--- src/rtl/rvx_gpio_irq_pkg.sv ---
// Shared definitions for the rvx GPIO peripheral: register map and
// write byte-enable decoding.
package rvx_gpio_irq_pkg;

  // Byte address on the peripheral register bus.
  typedef logic [4:0] rvx_gpio_addr_t;

  // Register map (word-aligned byte addresses).
  localparam rvx_gpio_addr_t RVX_GPIO_READ_REG_ADDR          = 5'h00;
  localparam rvx_gpio_addr_t RVX_GPIO_OUTPUT_ENABLE_REG_ADDR = 5'h04;
  localparam rvx_gpio_addr_t RVX_GPIO_OUTPUT_REG_ADDR        = 5'h08;
  localparam rvx_gpio_addr_t RVX_GPIO_CLEAR_REG_ADDR         = 5'h0C;
  localparam rvx_gpio_addr_t RVX_GPIO_SET_REG_ADDR           = 5'h10;
  localparam rvx_gpio_addr_t RVX_GPIO_RISE_EN_REG_ADDR       = 5'h14;
  localparam rvx_gpio_addr_t RVX_GPIO_FALL_EN_REG_ADDR       = 5'h18;
  localparam rvx_gpio_addr_t RVX_GPIO_PENDING_REG_ADDR       = 5'h1C;

  // Width of the shared debounce tick counter (divider up to 65535).
  localparam int RVX_GPIO_TICK_CNT_W = 16;

  // Only full-word, low-half and low-byte writes are honoured; any other
  // byte-enable pattern yields an all-zero mask so the write has no effect.
  function automatic logic [31:0] rvx_gpio_strobe_mask(input logic [3:0] strobe);
    case (strobe)
      4'b1111: return 32'hFFFF_FFFF;
      4'b0011: return 32'h0000_FFFF;
      4'b0001: return 32'h0000_00FF;
      default: return 32'h0000_0000;
    endcase
  endfunction

endpackage

--- src/rtl/rvx_gpio_irq_if.sv ---
// Peripheral register bus as seen by the rvx GPIO block.
interface rvx_gpio_irq_if;
  import rvx_gpio_irq_pkg::*;

  rvx_gpio_addr_t rw_address;
  logic [31:0]    read_data;
  logic           read_request;
  logic           read_response;
  logic [31:0]    write_data;
  logic [3:0]     write_strobe;
  logic           write_request;
  logic           write_response;

  // Bus host side.
  modport master (
    output rw_address,
    output read_request,
    output write_data,
    output write_strobe,
    output write_request,
    input  read_data,
    input  read_response,
    input  write_response
  );

  // Peripheral side.
  modport slave (
    input  rw_address,
    input  read_request,
    input  write_data,
    input  write_strobe,
    input  write_request,
    output read_data,
    output read_response,
    output write_response
  );

endinterface

--- src/rtl/rvx_gpio_input_filter.sv ---
// Input conditioning for the GPIO pins: a multi-stage synchroniser per pin
// followed by an optional tick-sampled stability (debounce) filter.
module rvx_gpio_input_filter
  import rvx_gpio_irq_pkg::*;
#(
  parameter int WIDTH        = 8,
  parameter int SYNC_STAGES  = 2,
  parameter int DEBOUNCE_DIV = 0
) (
  input  logic             clock,
  input  logic             reset,
  input  logic [WIDTH-1:0] pins_i,
  output logic [WIDTH-1:0] filt_o
);

  logic [SYNC_STAGES-1:0][WIDTH-1:0] sync_q;
  logic [WIDTH-1:0]                  sync;

  // Shift the asynchronous pins through the synchroniser chain.
  always_ff @(posedge clock or posedge reset) begin
    if (reset) begin
      sync_q <= '0;
    end else begin
      sync_q <= {sync_q[SYNC_STAGES-2:0], pins_i};
    end
  end

  assign sync = sync_q[SYNC_STAGES-1];

  generate
    if (DEBOUNCE_DIV == 0) begin : g_bypass
      assign filt_o = sync;
    end else begin : g_debounce
      localparam logic [RVX_GPIO_TICK_CNT_W-1:0] RELOAD =
        RVX_GPIO_TICK_CNT_W'(DEBOUNCE_DIV - 1);

      logic [RVX_GPIO_TICK_CNT_W-1:0] cnt_q, cnt_d;
      logic                           tick;
      logic [WIDTH-1:0]               sample_q, sample_d;
      logic [WIDTH-1:0]               filt_q, filt_d;
      logic [WIDTH-1:0]               stable;

      // A pin is accepted only when it matches the sample taken on the
      // previous tick, so any level must survive two consecutive ticks.
      for (genvar gi = 0; gi < WIDTH; gi++) begin : g_pin
        assign stable[gi] = ~(sync[gi] ^ sample_q[gi]);
      end

      // Tick generation and per-pin sample/accept decision.
      always_comb begin
        tick     = (cnt_q == '0);
        cnt_d    = tick ? RELOAD : cnt_q - 1'b1;
        sample_d = sample_q;
        filt_d   = filt_q;
        if (tick) begin
          sample_d = sync;
          filt_d   = (filt_q & ~stable) | (sync & stable);
        end
      end

      // Filter state registers.
      always_ff @(posedge clock or posedge reset) begin
        if (reset) begin
          cnt_q    <= '0;
          sample_q <= '0;
          filt_q   <= '0;
        end else begin
          cnt_q    <= cnt_d;
          sample_q <= sample_d;
          filt_q   <= filt_d;
        end
      end

      assign filt_o = filt_q;
    end
  endgenerate

endmodule

--- src/rtl/rvx_gpio_irq.sv ---
// rvx GPIO peripheral: output enable/value registers with atomic set and
// clear, conditioned input readback, per-pin edge interrupts with
// write-1-to-clear pending bits and one level interrupt line.
module rvx_gpio_irq
  import rvx_gpio_irq_pkg::*;
#(
  parameter int GPIO_WIDTH   = 8,
  parameter int SYNC_STAGES  = 2,
  parameter int DEBOUNCE_DIV = 0
) (
  input  logic                  clock,
  input  logic                  reset,
  rvx_gpio_irq_if.slave         bus,
  input  logic [GPIO_WIDTH-1:0] gpio_input,
  output logic [GPIO_WIDTH-1:0] gpio_output_enable,
  output logic [GPIO_WIDTH-1:0] gpio_output,
  output logic                  irq
);

  localparam int W = GPIO_WIDTH;

  logic [W-1:0]  oe_q, oe_d;
  logic [W-1:0]  out_q, out_d;
  logic [W-1:0]  rise_en_q, rise_en_d;
  logic [W-1:0]  fall_en_q, fall_en_d;
  logic [W-1:0]  pend_q, pend_d;
  logic [W-1:0]  pend_clr;
  logic [W-1:0]  filt;
  logic [W-1:0]  filt_dly_q;
  logic [W-1:0]  edge_set;
  logic          irq_q;
  logic          read_response_q;
  logic          write_response_q;
  logic [31:0]   read_data_q, read_data_d;
  logic [W-1:0]  rd_val;
  logic [31:0]   wmask;
  logic [31:0]   wdata_m;
  logic [W-1:0]  wm;
  logic [W-1:0]  wd;
  logic          unused_wbits;

  rvx_gpio_input_filter #(
    .WIDTH        (W),
    .SYNC_STAGES  (SYNC_STAGES),
    .DEBOUNCE_DIV (DEBOUNCE_DIV)
  ) u_filter (
    .clock  (clock),
    .reset  (reset),
    .pins_i (gpio_input),
    .filt_o (filt)
  );

  // Per-pin edge detection on the conditioned input; runs whatever the
  // output enable says, so looped-back driven pins can interrupt too.
  generate
    for (genvar gi = 0; gi < W; gi++) begin : g_edge
      assign edge_set[gi] = (filt[gi] & ~filt_dly_q[gi] & rise_en_q[gi]) |
                            (~filt[gi] & filt_dly_q[gi] & fall_en_q[gi]);
    end
  endgenerate

  // Bits above the pin count never reach a register.
  assign unused_wbits = &{1'b0, wmask, wdata_m};

  // Register writes and pending update; a new edge beats a same-cycle clear.
  always_comb begin
    wmask     = rvx_gpio_strobe_mask(bus.write_strobe);
    wdata_m   = bus.write_data & wmask;
    wm        = wmask[W-1:0];
    wd        = wdata_m[W-1:0];
    oe_d      = oe_q;
    out_d     = out_q;
    rise_en_d = rise_en_q;
    fall_en_d = fall_en_q;
    pend_clr  = '0;
    if (bus.write_request) begin
      case (bus.rw_address)
        RVX_GPIO_OUTPUT_ENABLE_REG_ADDR: oe_d      = (oe_q & ~wm) | wd;
        RVX_GPIO_OUTPUT_REG_ADDR:        out_d     = (out_q & ~wm) | wd;
        RVX_GPIO_CLEAR_REG_ADDR:         out_d     = out_q & ~wd;
        RVX_GPIO_SET_REG_ADDR:           out_d     = out_q | wd;
        RVX_GPIO_RISE_EN_REG_ADDR:       rise_en_d = (rise_en_q & ~wm) | wd;
        RVX_GPIO_FALL_EN_REG_ADDR:       fall_en_d = (fall_en_q & ~wm) | wd;
        RVX_GPIO_PENDING_REG_ADDR:       pend_clr  = wd;
        default: ;
      endcase
    end
    pend_d = (pend_q & ~pend_clr) | edge_set;
  end

  // Read multiplexer; write-only and unmapped addresses return zero.
  always_comb begin
    rd_val = '0;
    case (bus.rw_address)
      RVX_GPIO_READ_REG_ADDR:          rd_val = (oe_q & out_q) | (~oe_q & filt);
      RVX_GPIO_OUTPUT_ENABLE_REG_ADDR: rd_val = oe_q;
      RVX_GPIO_OUTPUT_REG_ADDR:        rd_val = out_q;
      RVX_GPIO_RISE_EN_REG_ADDR:       rd_val = rise_en_q;
      RVX_GPIO_FALL_EN_REG_ADDR:       rd_val = fall_en_q;
      RVX_GPIO_PENDING_REG_ADDR:       rd_val = pend_q;
      default:                         rd_val = '0;
    endcase
    read_data_d = bus.read_request ? 32'(rd_val) : read_data_q;
  end

  // State, response and interrupt registers.
  always_ff @(posedge clock or posedge reset) begin
    if (reset) begin
      oe_q             <= '0;
      out_q            <= '0;
      rise_en_q        <= '0;
      fall_en_q        <= '0;
      pend_q           <= '0;
      filt_dly_q       <= '0;
      irq_q            <= 1'b0;
      read_response_q  <= 1'b0;
      write_response_q <= 1'b0;
      read_data_q      <= '0;
    end else begin
      oe_q             <= oe_d;
      out_q            <= out_d;
      rise_en_q        <= rise_en_d;
      fall_en_q        <= fall_en_d;
      pend_q           <= pend_d;
      filt_dly_q       <= filt;
      irq_q            <= |pend_q;
      read_response_q  <= bus.read_request;
      write_response_q <= bus.write_request;
      read_data_q      <= read_data_d;
    end
  end

  assign bus.read_data       = read_data_q;
  assign bus.read_response   = read_response_q;
  assign bus.write_response  = write_response_q;
  assign gpio_output_enable  = oe_q;
  assign gpio_output         = out_q;
  assign irq                 = irq_q;

endmodule

--- src/flat_wrapper.sv ---
// flat-port wrapper written by rule: the top's interface ports become plain ports
module rvx_gpio_irq_flat import rvx_gpio_irq_pkg::*;
#(
  parameter int GPIO_WIDTH   = 8,
  parameter int SYNC_STAGES  = 2,
  parameter int DEBOUNCE_DIV = 0
)
  (clock, reset, gpio_input, gpio_output_enable, gpio_output, irq, bus_rw_address, bus_read_request, bus_write_data, bus_write_strobe, bus_write_request, bus_read_data, bus_read_response, bus_write_response);
  rvx_gpio_irq_if bus_i ();
  input  logic clock;
  input  logic reset;
  input  logic [GPIO_WIDTH-1:0] gpio_input;
  output logic [GPIO_WIDTH-1:0] gpio_output_enable;
  output logic [GPIO_WIDTH-1:0] gpio_output;
  output logic irq;
  input wire logic [$bits(bus_i.rw_address)-1:0] bus_rw_address;
  input wire logic [$bits(bus_i.read_request)-1:0] bus_read_request;
  input wire logic [$bits(bus_i.write_data)-1:0] bus_write_data;
  input wire logic [$bits(bus_i.write_strobe)-1:0] bus_write_strobe;
  input wire logic [$bits(bus_i.write_request)-1:0] bus_write_request;
  output wire logic [$bits(bus_i.read_data)-1:0] bus_read_data;
  output wire logic [$bits(bus_i.read_response)-1:0] bus_read_response;
  output wire logic [$bits(bus_i.write_response)-1:0] bus_write_response;
  assign bus_i.rw_address = bus_rw_address;
  assign bus_i.read_request = bus_read_request;
  assign bus_i.write_data = bus_write_data;
  assign bus_i.write_strobe = bus_write_strobe;
  assign bus_i.write_request = bus_write_request;
  assign bus_read_data = bus_i.read_data;
  assign bus_read_response = bus_i.read_response;
  assign bus_write_response = bus_i.write_response;
  rvx_gpio_irq #(.GPIO_WIDTH(GPIO_WIDTH), .SYNC_STAGES(SYNC_STAGES), .DEBOUNCE_DIV(DEBOUNCE_DIV)) u_core (.clock(clock), .reset(reset), .bus(bus_i), .gpio_input(gpio_input), .gpio_output_enable(gpio_output_enable), .gpio_output(gpio_output), .irq(irq));
endmodule
--- config.mk ---
export PLATFORM = sky130hd
export DESIGN_NAME = rvx_gpio_irq_flat
export DESIGN_NICKNAME = d
export VERILOG_FILES = /design/src/rtl/rvx_gpio_irq_pkg.sv /design/src/rtl/rvx_gpio_irq_if.sv /design/src/rtl/rvx_gpio_input_filter.sv /design/src/rtl/rvx_gpio_irq.sv /design/src/flat_wrapper.sv
export SDC_FILE = /design/constraint.sdc
export NUM_CORES = 1
export LEC_CHECK = 0
export ABC_AREA = 1
export ABC_CLOCK_PERIOD_IN_PS = 6000
export BUFFER_PORTS_ARGS = -buffer_cell sky130_fd_sc_hd__buf_2
export CAP_MARGIN = 40
export CORE_MARGIN = 2
export CORE_UTILIZATION = 40
export DETAILED_ROUTE_END_ITERATION = 10
export HOLD_SLACK_MARGIN = 0.1
export PLACE_DENSITY = 0.62
export SYNTH_ARGS = -nofsm -noshare
export SYNTH_HDL_FRONTEND = slang
export SYNTH_SLANG_ARGS = --single-unit
--- constraint.sdc ---
create_clock -name clock -period 6 [get_ports clock]
set_clock_uncertainty 0.05 [all_clocks]
set_input_delay 1.8 -clock clock [delete_from_list [all_inputs] [get_ports clock]]
set_output_delay 1.8 -clock clock [all_outputs]
set_load 0.005 [all_outputs]
==> results of run 1 <==
==> layer usage <==
layer | routed length [um] | global-route usage
met1 | 4060 | 0.257
met2 | 3940 | 0.282
met4 | 254 | 0.0991
met3 | 590 | 0.0430
met5 | 0 | 0
==> placed cells by master, fill, tap and decap left out, drive strengths merged, types with 9 or more instances in the layout <==
master and count:
nand2 143, dfrtp 75, buf 59, nor2 54
inv 39, nand4 33, o21ai 33, conb 24
nand3 24, a21oi 9, clkbuf 9
==> area by class of cell <==
| class | count | area [um2] | area share |
|---|---|---|---|
| repair buffers | 59 | 318 | 0.0751 |
| well taps | 111 | 139 | 0.0328 |
| clock buffers | 9 | 124 | 0.0293 |
| clock inverters | 7 | 92.6 | 0.0219 |
| flip-flops and latches | 75 | 1880 | 0.444 |
| inverters | 42 | 161 | 0.0382 |
| multi-input cells | 324 | 1520 | 0.359 |
==> power breakdown <==
group / leakage, nW / switching [W] / internal [W]
logic: 1.22 / 0.0000855 / 0.0000477
registers: 0.860 / 0.0000304 / 0.000542
clock network: 0.101 / 0.000194 / 0.000232
==> path summary, 6_finish.rpt <==
check,cells after the start,endpoint,from,slack (ns)
setup / recovery,9,u_core.bus.read_data[7],bus_rw_address[1],2.35
hold / removal,0,u_core.u_filter.filt_o[4],u_core.u_filter.sync_q[4],0.30
setup reg to reg,8,u_core.bus.read_data[5],u_core.u_filter.filt_o[5],4.75
hold reg to reg,0,u_core.u_filter.filt_o[4],u_core.u_filter.sync_q[4],0.30
max in group asynchronous,4,async pin,reset,3.84
min in group asynchronous,3,u_core.u_filter.filt_o[7],reset,1.49
==> logic make-up (layout without fill, tap and decap cells) <==
group	count (synthesis)	in the layout
flip-flops	75	75
other	1	24
buffers and inverters	80	117
AO/OA/AOI/OAI	42	42
AND/OR/NAND/NOR	258	258
==> per-stage QoR <==
stage | hold WS, ns | utilization
after floorplan | 0.281 | -
after global placement | 0.282 | 0.436
after detailed placement | 0.286 | 0.438
after CTS | 0.305 | 0.462
after global routing | 0.315 | 0.462
final | 0.301 | 0.462
==> flow_metrics.tcl, run 1 <==
set metrics [dict create \
    outcome "finished, final reports clean" \
    synth_edf_count 0 \
    ant_nets 0 \
    finalSetupViolations 0 \
    synthFlopType "dfrtp_1" \
    overflow 0 \
    power_w 0.00113 \
    path_delay_family "simple AND/OR/NAND/NOR gates" \
    p_leak_nw 2.18 \
    via_count 3141 \
    start_util 0.408 \
    pwr_density_cell_mw_per_mm2 268 \
    synth_top_area_cell "dfrtp_1" \
    hold_violations 0 \
    clkLatencyLatePin_ns 0.35 \
    synthCells 456 \
    nFillCells 907 \
    wl_per_cell_um 14.1 \
    synth_top_family_by_area "simple AND/OR/NAND/NOR gates" \
    die-area_mm2 0.0101 \
    synth-seq-cells 75 \
    cts_sinks 75 \
    synth_fa_ha_area_frac 0 \
    gp_congestion 0.815 \
    slowest_delay_ns 0.54 \
    drc 0 \
    yosys.area_share.simple 0.316 \
    synthTopCellsByCount "nand2_1, dfrtp_1, nor2_1" \
    grt_pass1_vias 2975 \
    tns_ns 0 \
    end_kind "flop" \
    viasPerCell 5.01 \
    slew-limit-headroom 0.455 \
    fp-row-count 35 \
    synth_top_area_share 0.502 \
    antenna_found_initial 0 \
    cts_resized 0 \
    clockBufferDepth 2 \
    crit_chain "buf_2 > nor2_2 > buf_4 > nand3_1 > a21oi_1 > nor2_1 > nand2_1 > nand2_1 > nand2_1" \
    diodes 0 \
    drt_iter0_markers 232 \
    drt_wl_total_um 8850 \
    slew_violations 0 \
    synth_mux_area_frac 0 \
    drv_cap 0 \
    dp_hpwl_um 5910 \
    clock-root-buffer "clkbuf_8" \
    tightest_slew_ns 0.814 \
    period_share 0.608 \
    drtPass1Iterations 5 \
    ys_seq_area_frac 0.502 \
    post_cts_buffers 0 \
    ctsHoldBuffers 0 \
    synth-compound-area-share 0.0663 \
    synthTopCellsByArea "dfrtp_1, nand2_1, nand4_1, buf_4, nor2_1" \
    path_class "in -> reg" \
    crit_buf_inv 2 \
    syn_area_mm2 0.00374 \
    period_minus_slack_ns 3.65 \
    post-synth-top-count-cell "nand2_1" \
    rsz0062_at_grt "no" \
    pre_cts_ws_ns 2.06 \
    setup_slack_ns 2.35 \
    layout.nets 564 \
    grt_first_pass_wirelength_um 14600 \
    placedInstanceArea_mm2 0.00401 \
    final_design_area_no_fill_mm2 0.00423 \
    required_ns 6.24 \
    crit_path_start_kind "input port" \
    peakVddDrop_uv 110 \
    area_growth_syn_to_layout_pct 13.1 \
    cts_tree "yes" \
    ios 104 \
    async_reset_ff_frac 1.00 \
    grt_max_degree 42 \
    synth_xor_area_frac 0 \
    synth.distinct_cells 26 \
    path_max_fanout 27 \
    arrival_ns 3.89 \
    chipWidth_um 101 \
    die_y_um 101 \
    hp-class "reg -> reg" \
    core_mm2 0.00915 \
    place_inst 611 \
    crit_path_frequent_cell "nand2_1" \
    drive_above_1_share 0.200 \
    cts_buffers 9 \
    avgSynthCellArea_um2 8.20 \
    fmax_mhz 274 \
    grtUsageTotal 0.189 \
    yosysWarnings 0 \
    slowest_stage "nor2_2" \
    fin_cells 627 \
    htree_num_levels 3 \
    clkTransAtPathRegs_ns 0.08 \
    portBuffers 55 \
]
Note: power is estimated with default switching activity, not from simulation.
==> run 2: changes to the inputs <==
--- a/config.mk
+++ b/config.mk
@@ -6,7 +6,7 @@
 export NUM_CORES = 1
 export LEC_CHECK = 0
 export ABC_AREA = 1
-export ABC_CLOCK_PERIOD_IN_PS = 6000
+export ABC_CLOCK_PERIOD_IN_PS = 3500
 export BUFFER_PORTS_ARGS = -buffer_cell sky130_fd_sc_hd__buf_2
 export CAP_MARGIN = 40
 export CORE_MARGIN = 2
==> constraint.sdc (replaced) <==
create_clock -name clock -period 3.5 [get_ports clock]
set_clock_uncertainty 0.05 [all_clocks]
set_input_delay 1.05 -clock clock [delete_from_list [all_inputs] [get_ports clock]]
set_output_delay 1.05 -clock clock [all_outputs]
set_load 0.005 [all_outputs]
==> run 2 against run 1 <==
Compared with the run above:
- total power grew 70%
- worst setup slack worse by 1.2 ns
- flip-flop and latch count unchanged
- clock-buffer cell count up 5
- utilization is 0.37 points higher
- global-route usage rose by 0.34 points
- non-clock buffer count increased by 5
- combinational power is 74% higher
- largest power group unchanged
==> flow_metrics.tcl, run 2 (synthesized netlist as in run 1, its figures left out) <==
set metrics [dict create \
    crit_chain "buf_2 > inv_2 > nor2_4 > nand2_1 > nor2_1 > nand3_2 > nand2_1 > o21ai_2" \
    grt_first_pass_wirelength_um 14800 \
    switching_share 0.263 \
    reg2reg_setup_slack_ns 2.29 \
    drtPass1Iterations 4 \
    slowest_delay_ns 0.41 \
    path_class "in -> reg" \
    drt_wl_total_um 9000 \
    ctsHoldBuffers 0 \
    nFillCells 886 \
    grt_pass1_vias 2963 \
    slew-limit-headroom 0.541 \
    htree_num_levels 3 \
    clockBufferDepth 2 \
    clkTransAtPathRegs_ns 0.08 \
    pwr_density_cell_mw_per_mm2 452 \
    post_cts_buffers 0 \
    cts_sinks 75 \
    die_y_um 101 \
    drt_iter0_markers 197 \
    ant_nets 0 \
    ios 104 \
    clock-root-buffer "clkbuf_8" \
    cts_tree "yes" \
    mostFrequentLayoutCells "nand2_1, dfrtp_1, buf_2, nor2_1, inv_1" \
    die-area_mm2 0.0101 \
    tns_ns 0 \
    arrival_ns 2.56 \
    p_leak_nw 2.21 \
    diodes 0 \
    drc 0 \
    antenna_found_initial 0 \
    period_share 0.682 \
    via_count 3158 \
    power.switching_w 0.000507 \
    slew_violations 0 \
    period_minus_slack_ns 2.39 \
    start_util 0.408 \
    area_growth_syn_to_layout_pct 14.0 \
    crit_path_frequent_cell "nand2_1" \
    place_inst 616 \
    seqPwrFrac 0.511 \
    core_mm2 0.00915 \
    path_delay_family "simple AND/OR/NAND/NOR gates" \
    fp-row-count 35 \
    fin_cells 631 \
    intPower_w 0.00142 \
    finalSetupViolations 0 \
    peakVddDrop_uv 206 \
    hold_violations 0 \
    gp_congestion 0.817 \
    wl_per_cell_um 14.3 \
    drive_above_1_share 0.204 \
    chipWidth_um 101 \
    hp-class "reg -> reg" \
    layout.nets 569 \
    grtUsageTotal 0.193 \
    end_kind "flop" \
    p_comb_frac 0.120 \
    final_common_cell "nand2_1" \
    portBuffers 55 \
    cts_buffers 9 \
    drv_cap 0 \
    tightest_slew_ns 0.686 \
    outcome "finished, final reports clean" \
    overflow 0 \
    grt_max_degree 41 \
    clkLatencyLatePin_ns 0.35 \
    fmax_mhz 419 \
    crit_buf_inv 2 \
    register_area_mm2 0.00188 \
    pwr-share-clk 0.369 \
    crit_path_start_kind "input port" \
    rsz0062_at_grt "no" \
    viasPerCell 5.00 \
    path_max_fanout 18 \
    dp_hpwl_um 6170 \
    required_ns 3.68 \
    multi_input_area_mm2 0.00152 \
    slowest_stage "nand3_2" \
    cts_resized 0 \
]
-- run 2: cell types whose count changed in the layout (fill, tap and decap cells not counted) --
cell / previous run / this run
clkinv_2: 5 / 3
buf_4: 3 / 8
clkbuf_8: 9 / 13
clkinvlp_4: 3 / 0
bufinv_16: 2 / 1
clkbuf_1: 0 / 1
-- run 2: layout make-up --
type                    count  share of cell area
clock buffers              14              0.0429
well taps                 111              0.0326
repair buffers             64              0.0834
flip-flops and latches     75               0.440
inverters                  42              0.0379
clock inverters             1             0.00704
multi-input cells         324               0.356
-- run 2: power groups by stage --
stage               sequential, W  clock (W)  combinational (W)
floorplan                0.000989          0           0.000156
global placement         0.000998          0           0.000227
detailed placement        0.00100          0           0.000232
CTS                      0.000983   0.000730           0.000233
global route             0.000992   0.000769           0.000267
finish                   0.000984   0.000711           0.000231
-- run 2: metal layers --
metal,vias up,part of all wire,global-route usage,routed length (um)
met4,0,0.018,0.0854,162
met5,-,0,0,0
met3,14,0.072,0.0416,648
met2,121,0.45,0.292,4030
met1,1487,0.46,0.266,4150
li1,1536,-,-,-
-- run 2: worst paths after layout --
check                                           from                         to  depth (start not counted)
max                                bus_rw_address[3]                       flop                          8
min                        u_core.u_filter.sync_q[1]  u_core.u_filter.filt_o[1]                          0
max reg2reg                u_core.u_filter.filt_o[4]    u_core.bus.read_data[4]                          8
min reg2reg                u_core.u_filter.sync_q[1]  u_core.u_filter.filt_o[1]                          0
max in group asynchronous                      reset                  async pin                          3
min in group asynchronous                      reset  u_core.u_filter.filt_o[7]                          2
-- run 2: through the flow --
| step | power, W | setup slack [ns] | utilization | hold WS [ns] | area [um2] |
|---|---|---|---|---|---|
| finish | 0.00193 | 1.11 | 0.466 | 0.294 | 4260 |
| global route | 0.00203 | 0.959 | 0.466 | 0.314 | 4260 |
| CTS | 0.00195 | 1.14 | 0.466 | 0.298 | 4260 |
| detailed placement | 0.00123 | 0.764 | 0.443 | 0.286 | 4050 |
| global placement | 0.00123 | 0.774 | 0.443 | 0.282 | 4050 |
| floorplan | 0.00115 | 0.490 | - | 0.281 | 3820 |
==> run 3: changes to the inputs <==
--- a/config.mk
+++ b/config.mk
@@ -5,8 +5,8 @@
 export SDC_FILE = /design/constraint.sdc
 export NUM_CORES = 1
 export LEC_CHECK = 0
-export ABC_AREA = 1
-export ABC_CLOCK_PERIOD_IN_PS = 3500
+export ABC_AREA = 0
+export ABC_CLOCK_PERIOD_IN_PS = 2500
 export BUFFER_PORTS_ARGS = -buffer_cell sky130_fd_sc_hd__buf_2
 export CAP_MARGIN = 40
 export CORE_MARGIN = 2
==> constraint.sdc (replaced) <==
create_clock -name clock -period 2.5 [get_ports clock]
set_clock_uncertainty 0.05 [all_clocks]
set_input_delay 0.75 -clock clock [delete_from_list [all_inputs] [get_ports clock]]
set_output_delay 0.75 -clock clock [all_outputs]
set_load 0.005 [all_outputs]
==> run 3 against run 2 <==
Compared with the run above:
- sequential share of layout area increased by 0.42 points
- highest routed layer unchanged
- flip-flop and latch count is the same
- register-to-register slack got worse by 1.2 ns
- hold slack gained 0.0043 ns
- area after synthesis shrank 5.4%
- critical path type unchanged
- global-route usage is 1.3 points lower
==> flow_metrics.tcl, run 3 <==
set metrics [dict create \
    synthCells 289 \
    synth_top_area_cell "dfrtp_1" \
    synth_top_area_share 0.531 \
    drt_iter0_markers 118 \
    post-synth-top-count-cell "dfrtp_1" \
    hp-class "reg -> reg" \
    ys_seq_area_frac 0.531 \
    hold_path_startpoint "u_core.u_filter.sync_q[3]" \
    drc 0 \
    synth-compound-area-share 0.160 \
    htree_num_levels 3 \
    grtUsageTotal 0.179 \
    wl_per_cell_um 17.4 \
    finalSetupViolations 0 \
    overflow 0 \
    tns_ns 0 \
    synthFlopType "dfrtp_1" \
    worstHoldEndpoint "u_core.u_filter.filt_o[3]" \
    async_reset_ff_frac 1.00 \
    rsz0062_at_grt "no" \
    synthTopCellsByArea "dfrtp_1, mux2_4, buf_4, o21ai_0, a22o_1" \
    holdPathStages 0 \
    die-area_mm2 0.00961 \
    cts_sinks 75 \
    synth_fa_ha_area_frac 0 \
    cts_tree "yes" \
    synth-seq-cells 75 \
    rr_endpoint "u_core.bus.read_data[7]" \
    portBuffers 55 \
    grt_pass1_vias 2404 \
    peakVddDrop_uv 391 \
    wl_met1_um 3990 \
    final_common_cell "dfrtp_1" \
    crit_path_start_kind "input port" \
    diodes 0 \
    core_mm2 0.00864 \
    drive_above_1_share 0.356 \
    dp_hpwl_um 5730 \
    start_util 0.409 \
    drv_cap 0 \
    clock-root-buffer "clkbuf_8" \
    wl_met2_um 3760 \
    fp-row-count 34 \
    mostFrequentLayoutCells "dfrtp_1, buf_2, o21ai_0, mux2_4, conb_1" \
    chipWidth_um 98.0 \
    path_class "in -> reg" \
    period_minus_slack_ns 2.01 \
    setup_slack_ns 0.489 \
    period_share 0.804 \
    nFillCells 798 \
    clkTransAtPathRegs_ns 0.08 \
    slew_violations 0 \
    wl_met3_um 426 \
    ant_nets 0 \
    end_kind "flop" \
    syn_area_mm2 0.00354 \
    cts_resized 0 \
    grt_max_degree 62 \
    drt_wl_total_um 8340 \
    synth.distinct_cells 43 \
    ctsHoldBuffers 0 \
    yosysWarnings 0 \
    p_leak_nw 2.08 \
    synth_top_family_by_area "compound AO/OA/AOI/OAI gates" \
    pwr_density_cell_mw_per_mm2 675 \
    ios 104 \
    clockBufferDepth 2 \
    outcome "finished, final reports clean" \
    top_layer "met4" \
    via_count 2495 \
    reg2reg_setup_slack_ns 1.14 \
    gp_congestion 0.818 \
    yosys.area_share.simple 0.100 \
    pre_cts_ws_ns 0.129 \
    synth_mux_area_frac 0.127 \
    arrival_ns 2.19 \
    synth_xor_area_frac 0.00248 \
    fmax_mhz 497 \
    avgSynthCellArea_um2 12.2 \
    antenna_found_initial 0 \
    drtPass1Iterations 7 \
    reg2regPathDepth 4 \
    grt_first_pass_wirelength_um 13100 \
    layout.nets 420 \
    required_ns 2.68 \
    clkLatencyLatePin_ns 0.35 \
    synthTopCellsByCount "dfrtp_1, o21ai_0, buf_4, mux2_4, nand2_1" \
    hold_violations 0 \
    path_max_fanout 5 \
    area_growth_syn_to_layout_pct 19.4 \
    die_y_um 98.0 \
    synth_edf_count 0 \
    post_cts_buffers 0 \
    viasPerCell 5.21 \
    cts_buffers 9 \
]
run 3: cell type report:
class                      count  area (um2)  share of cell area
inverter                      10        41.3             0.00978
clock buffer                  10         138              0.0326
clock inverter                 5        85.1              0.0201
multi-input combinational    194        1470               0.348
timing repair buffer          77         478               0.113
tap                          108         135              0.0320
sequential                    75        1880               0.444
run 3: stage by stage:
step                      instances  total power [W]  hold slack (ns)  area (um2)  utilization
after floorplan                 312          0.00171            0.281        3630            -
final                           479          0.00285            0.299        4220        0.489
after global routing            479          0.00299            0.306        4220        0.489
after global placement          464          0.00183            0.281        4000        0.463
after detailed placement        464          0.00184            0.285        4000        0.463
after CTS                       479          0.00288            0.304        4220        0.489
run 3: power by group:
part | internal (W) | total [W] | switching (W)
sequential | 0.00134 | 0.00145 | 0.000108
combinational | 0.000200 | 0.000371 | 0.000171
clock | 0.000589 | 0.00104 | 0.000446
run 3: critical path, cell delays in order:
cell,delay [ns]
buf_2,0.10
or2_4,0.27
a21o_1,0.23
or3_1,0.33
buf_4,0.20
mux2_4,0.30
run 3: worst max-delay path by stage:
stage / from / to / depth (start not counted)
3_5_place_dp: bus_write_strobe[3] / flop / 6
6_report: bus_write_strobe[3] / flop / 6
5_1_grt: bus_rw_address[2] / u_core.bus.read_data[2] / 6
3_3_place_gp: bus_write_strobe[3] / flop / 6
2_1_floorplan: bus_write_strobe[3] / flop / 5
4_1_cts: bus_write_strobe[3] / flop / 6
run 3: logic make-up after synthesis:
| logic type | after synthesis |
|---|---|
| AOI/OAI and AO/OA | 75 |
| DFF | 75 |
| and+or+nand+nor | 62 |
| buffers and inverters | 43 |
| muxes | 32 |
| xor gates and xnor gates | 1 |
| other | 1 |
run 3: metal layers:
layer / global-route usage / up-vias
met5: 0 / -
met4: 0.0641 / 0
met3: 0.0494 / 12
met2: 0.271 / 72
met1: 0.249 / 1251
li1: - / 1160
